--- src/rtl/sao_stat_accum.sv ---
// SAO edge-offset statistics accumulator: per-category diff sums and pixel
// counts over the beats of one CTB, held until the consumer takes them.
module sao_stat_accum #(
  parameter int DIFF_CLIP_BIT = 4,
  parameter int N_PIX         = 4,
  parameter int SUM_W         = 18,
  parameter int CNT_W         = 13
) (
  input  logic                     clk,
  input  logic                     arst_n,
  input  logic                     rst_n,
  input  logic                     en,
  input  logic                     in_vld,
  output logic                     in_rdy,
  input  logic signed [DIFF_CLIP_BIT:0] n_diff [0:N_PIX-1],
  input  logic [2:0]               cat [0:N_PIX-1],
  input  logic [1:0]               cIdx,
  input  logic                     not_end,
  output logic                     out_vld,
  input  logic                     out_rdy,
  output logic signed [SUM_W-1:0]  sum [1:4],
  output logic [CNT_W-1:0]         cnt [1:4],
  output logic [1:0]               out_cIdx
);

  typedef enum logic [1:0] {
    IDLE,
    ACC,
    HOLD
  } state_t;

  state_t state_q, state_d;

  logic                    accept;
  logic signed [SUM_W-1:0] dsum  [1:4];
  logic [2:0]              dcnt  [1:4];
  logic signed [SUM_W-1:0] sum_n [1:4];
  logic [CNT_W:0]          csum  [1:4];
  logic [CNT_W-1:0]        cnt_n [1:4];

  assign in_rdy  = (state_q != HOLD);
  assign out_vld = (state_q == HOLD);
  assign accept  = in_vld & in_rdy & en;

  always_comb begin
    for (int k = 1; k <= 4; k++) begin
      dsum[k] = '0;
      dcnt[k] = '0;
      for (int i = 0; i < N_PIX; i++) begin
        if (cat[i] == 3'(k)) begin
          dsum[k] = dsum[k] +
            {{(SUM_W-DIFF_CLIP_BIT-1){n_diff[i][DIFF_CLIP_BIT]}},
             n_diff[i]};
          dcnt[k] = dcnt[k] + 3'd1;
        end
      end
    end
  end

  // First beat of a CTB starts from zero instead of the previous result
  always_comb begin
    for (int k = 1; k <= 4; k++) begin
      sum_n[k] = ((state_q == IDLE) ? '0 : sum[k]) + dsum[k];
      csum[k]  = {1'b0, ((state_q == IDLE) ? '0 : cnt[k])} +
                 {{(CNT_W-2){1'b0}}, dcnt[k]};
      cnt_n[k] = csum[k][CNT_W] ? '1 : csum[k][CNT_W-1:0];
    end
  end

  always_comb begin
    state_d = state_q;
    unique case (state_q)
      IDLE: if (accept) state_d = not_end ? ACC : HOLD;
      ACC:  if (accept && !not_end) state_d = HOLD;
      HOLD: if (out_rdy) state_d = IDLE;
      default: state_d = IDLE;
    endcase
  end

  always_ff @(posedge clk or negedge arst_n) begin
    if (!arst_n) begin
      state_q  <= IDLE;
      out_cIdx <= '0;
      for (int k = 1; k <= 4; k++) begin
        sum[k] <= '0;
        cnt[k] <= '0;
      end
    end else if (!rst_n) begin
      state_q  <= IDLE;
      out_cIdx <= '0;
      for (int k = 1; k <= 4; k++) begin
        sum[k] <= '0;
        cnt[k] <= '0;
      end
    end else begin
      state_q <= state_d;
      if (accept) begin
        if (state_q == IDLE) out_cIdx <= cIdx;
        for (int k = 1; k <= 4; k++) begin
          sum[k] <= sum_n[k];
          cnt[k] <= cnt_n[k];
        end
      end
    end
  end

endmodule

--- config.mk ---
export PLATFORM = sky130hd
export DESIGN_NAME = sao_stat_accum
export DESIGN_NICKNAME = d
export VERILOG_FILES = /design/src/rtl/sao_stat_accum.sv
export SDC_FILE = /design/constraint.sdc
export NUM_CORES = 1
export LEC_CHECK = 0
export BUFFER_PORTS_ARGS = -buffer_cell sky130_fd_sc_hd__buf_2
export CAP_MARGIN = 20
export CORE_ASPECT_RATIO = 1.25
export CORE_UTILIZATION = 40
export CTS_CLUSTER_DIAMETER = 200
export DETAILED_ROUTE_END_ITERATION = 10
export SLEW_MARGIN = 20
export SYNTH_ARGS = -nofsm -noshare
export SYNTH_HDL_FRONTEND = slang
export SYNTH_SLANG_ARGS = --single-unit
--- constraint.sdc ---
create_clock -name clk -period 5.15 [get_ports clk]
set_input_delay 0.515 -clock clk [delete_from_list [all_inputs] [get_ports clk]]
set_output_delay 0.515 -clock clk [all_outputs]
set_load 0.05 [all_outputs]
==> impl_metrics.ini <==
[timing]
hold_slack_ns = 0.1656
postLayoutSetupSlackWorst_ns = -1.808
finalSetupViolations = 49
maxSlewViolCount = 0
max-slew-margin-rel_pct = 27.09
finalHoldViolations = 0
rsz0062_at_grt = true
fin_skew_ns = 0.01295
tightest_slew_ns = 1.091
fmax_mhz = 143.7
fin_crit_sh_pct = 135.1
fin_crit_ns = 6.958

[clock_network]
clockBufferDepth = 2
cts_tree = done
htreeDepth = 4
holdBufCountCts = 0
clockRootBuffer = clkbuf_16
clk_latency_ns = 0.45
cts_buffers = 17
clkTransAtPathRegs_ns = 0.07
cts.sinks = 128

[route]
route.detailed.drc = 0
wl_met3_um = 3494
wl_met1_um = 30130
topRoutingLayerUsed = met5
vias_per_cell = 5.406
first_pass_iters = 7
drtAntennaViolNets = 0
first_iter_violations = 994
wl_met2_um = 35020
avgRoutedWirePerCell_um = 17.03
via_count = 22340
routed_wl_um = 70390

[final_layout]
area_delta_synth_final_pct = 57.52
post-route-util_pct = 64.07
stdcell_area_um2 = 30390
drive_gt1_share_pct = 42.42
layout.nets = 3816
diodes = 0

[floorplan]
core-area_um2 = 47440
dieArea_um2 = 49120
die_h_um = 247.6
ios = 169
row_count = 89
start_util_pct = 40.67
die_x_um = 198.4

[worst_setup_path]
worstPathArrival_ns = 7.27
startpoint = cat[11]
worst-path-max-fanout = 4
cp_slowest_stage_delay_ns = 0.48
worstPathRequired_ns = 5.46
critPathMostFrequentCell = a21oi_2
cp-start-kind = primary input
cp-end-kind = flip-flop
critical_path_class = primary input to flip-flop
crit_slowest_cell = fa_1
rr_startpoint = state_q[1]

[place]
place_area_um2 = 26320
place_congestion = 0.8928
place_ws_ns = -2.417
numPortBuffers = 168
place_hpwl_um = 50420

[pwr]
ir_drop_v = 0.0002055
power_leakage_nw = 14.93
power_mw = 5.008
powerDensity_nw_per_um2 = 164.8

[logic_synthesis]
synth-seq-area-share_pct = 16.60
syn_nets = 2911
synth_async_sr_flop_share_pct = 100.0
yosys_register_bits = 128
synth_cell_types = 87
synth_edf_count = 0
synth.avg_cell_area_um2 = 7.484
synth_top_area_cell = dfrtp_1
ys_top_cells_by_area = dfrtp_1 17%, ha_1 16%, o21ai_0 7.0%
mappedNetlistArea_um2 = 19290
synth_flop_cell = dfrtp_1
synth_cells = 2578
yosysWarnings = 0
yosysTopAreaCellShare_pct = 16.60

[hold_path]
hold_path.class = primary input to async pin

[global_routing]
grt_first_pass_wirelength_um = 110000
grt_usage_pct = 27.67
antenna_found_initial = 2
grt_max_degree = 90
grt_pass1_vias = 22460
gr-total-overflow = 0

[run_status]
violations = negative setup slack
status = finished with violations

[flow_run]
max_cap_violations = 0
-- critical path: cells and delay by family --
family,cells,cell delay (ns)
AO/OA/AOI/OAI,19,3.07
XOR/XNOR,3,0.45
adder cells (fa/ha/maj),6,1.52
buffers and inverters,2,0.14
AND/OR/NAND/NOR,8,1.55
-- state kept, by name, summed over array words and instances, names as in the netlist --
name / flops
cnt: 52
sum: 72
out_cIdx: 2
state_q: 2
-- routing by layer --
layer	global-route usage [%]	vias to the layer above
met4	8.484	4
met5	0	-
met1	33.95	10790
met3	4.647	106
li1	-	10970
met2	49.09	478
-- worst paths after layout --
check                           cells after the start           to  slack [ns]
worst min-delay path                                1      sum[31]        0.17
worst max register to register                     14      cnt[29]        1.40
worst min register to register                      2      cnt[28]        0.49
min in group clk                                    3  out_cIdx[1]        0.30
worst max-delay path                               38      sum[53]       -1.81
max in group asynchronous                           2      cnt[26]        3.83
-- cell families (layout without fill, tap and decap cells) --
group	after synthesis	in the layout	share of synthesized area, %
fa+ha+maj	294	294	20.64
simple gates	911	911	22.74
xor+xnor	183	183	8.417
buf+inv	212	1130	4.189
mux	39	39	2.231
compound gates	811	811	25.18
flops	128	128	16.60
-- what timing repair did --
action / in CTS / in global routing
pin swaps: 208 / 231
gates resized for setup: 273 / 254
buffers inserted: 108 / 62
endpoints found under the setup margin: 50 / 53
gates cloned: 0 / 0
-- cells in the final DEF (no fill, tap or decap), types with 10 or more instances in the layout --
| cell type | instances |
|---|---|
| a31oi_1 | 17 |
| or3_1 | 12 |
| a21oi_4 | 16 |
| o31ai_1 | 10 |
| buf_4 | 739 |
| o21ai_2 | 48 |
| nor3_2 | 13 |
| inv_1 | 106 |
| and2_1 | 93 |
| clkbuf_16 | 17 |
| o21ai_0 | 171 |
| nand2_2 | 13 |
| ha_4 | 47 |
| fa_1 | 39 |
| xnor2_1 | 79 |
| nand2_1 | 296 |
| nand3_2 | 10 |
| ha_1 | 192 |
| o21ai_1 | 63 |
| nor2b_1 | 31 |
| nor2_2 | 16 |
| buf_2 | 164 |
| buf_6 | 73 |
| xnor2_2 | 24 |
| a21o_1 | 54 |
| nand2b_1 | 29 |
| a211oi_1 | 12 |
| o21a_1 | 20 |
| mux2_2 | 26 |
| and3_1 | 18 |
| a21oi_2 | 68 |
| nor3_1 | 36 |
| nor2_1 | 177 |
| ha_2 | 12 |
| a211o_1 | 16 |
| nor2_4 | 15 |
| xor2_1 | 73 |
| dfrtp_1 | 128 |
| nand3_1 | 38 |
| a21oi_1 | 178 |
-- area by class of cell --
| type | instances | area [um2] |
|---|---|---|
| clock buffers | 19 | 452.9 |
| clock inverters | 13 | 171.4 |
| fillers | 3968 | 17050 |
| inverters | 116 | 440.4 |
| multi-input cells | 2238 | 18030 |
| flip-flops and latches | 128 | 3203 |
| well taps | 637 | 797.0 |
| repair buffers | 982 | 7301 |
-- through the flow --
step / TNS, ns / std cells
after global placement: -72.47 / 3962
after detailed placement: -77.41 / 3962
final: -53.24 / 4133
after floorplan: -35.99 / 2578
after CTS: -43.59 / 4088
after global routing: -67.80 / 4133
-- Yosys cell counts (6+ instances only) --
library cell and n:
inv_1 115, o21a_1 21, nor2_1 207, or3_1 20, o21bai_1 9, nor4_1 7
and3_1 24, nand3b_1 7, mux2i_1 7, and4_1 8, o22ai_1 7, nand4_1 6
nor2b_1 44, ha_1 251, fa_1 41, a211oi_1 18, nor3b_1 13, a211o_1 16
and2_1 98, o21ai_0 271, clkbuf_1 88, xor2_1 77, o211ai_1 9, or2_2 6
mux2_2 32, nand2_1 315, a21oi_1 258, o31ai_1 23, dfrtp_1 128, nor3_1 54
o21ai_1 13, a32o_1 7, a22o_1 7, nand2b_1 34, a41oi_1 10, a21o_1 54
a21boi_0 15, a31oi_1 21, a31o_2 6, nand3_1 51, xnor2_1 104
-- where the power goes --
group | total, mW | leakage, nW | switching, mW | internal, mW
clock | 1.36 | 0.302 | 0.561 | 0.797
sequential | 1.06 | 1.77 | 0.0257 | 1.03
combinational | 2.59 | 12.9 | 1.34 | 1.25
Note: power is estimated with default switching activity, not from simulation.
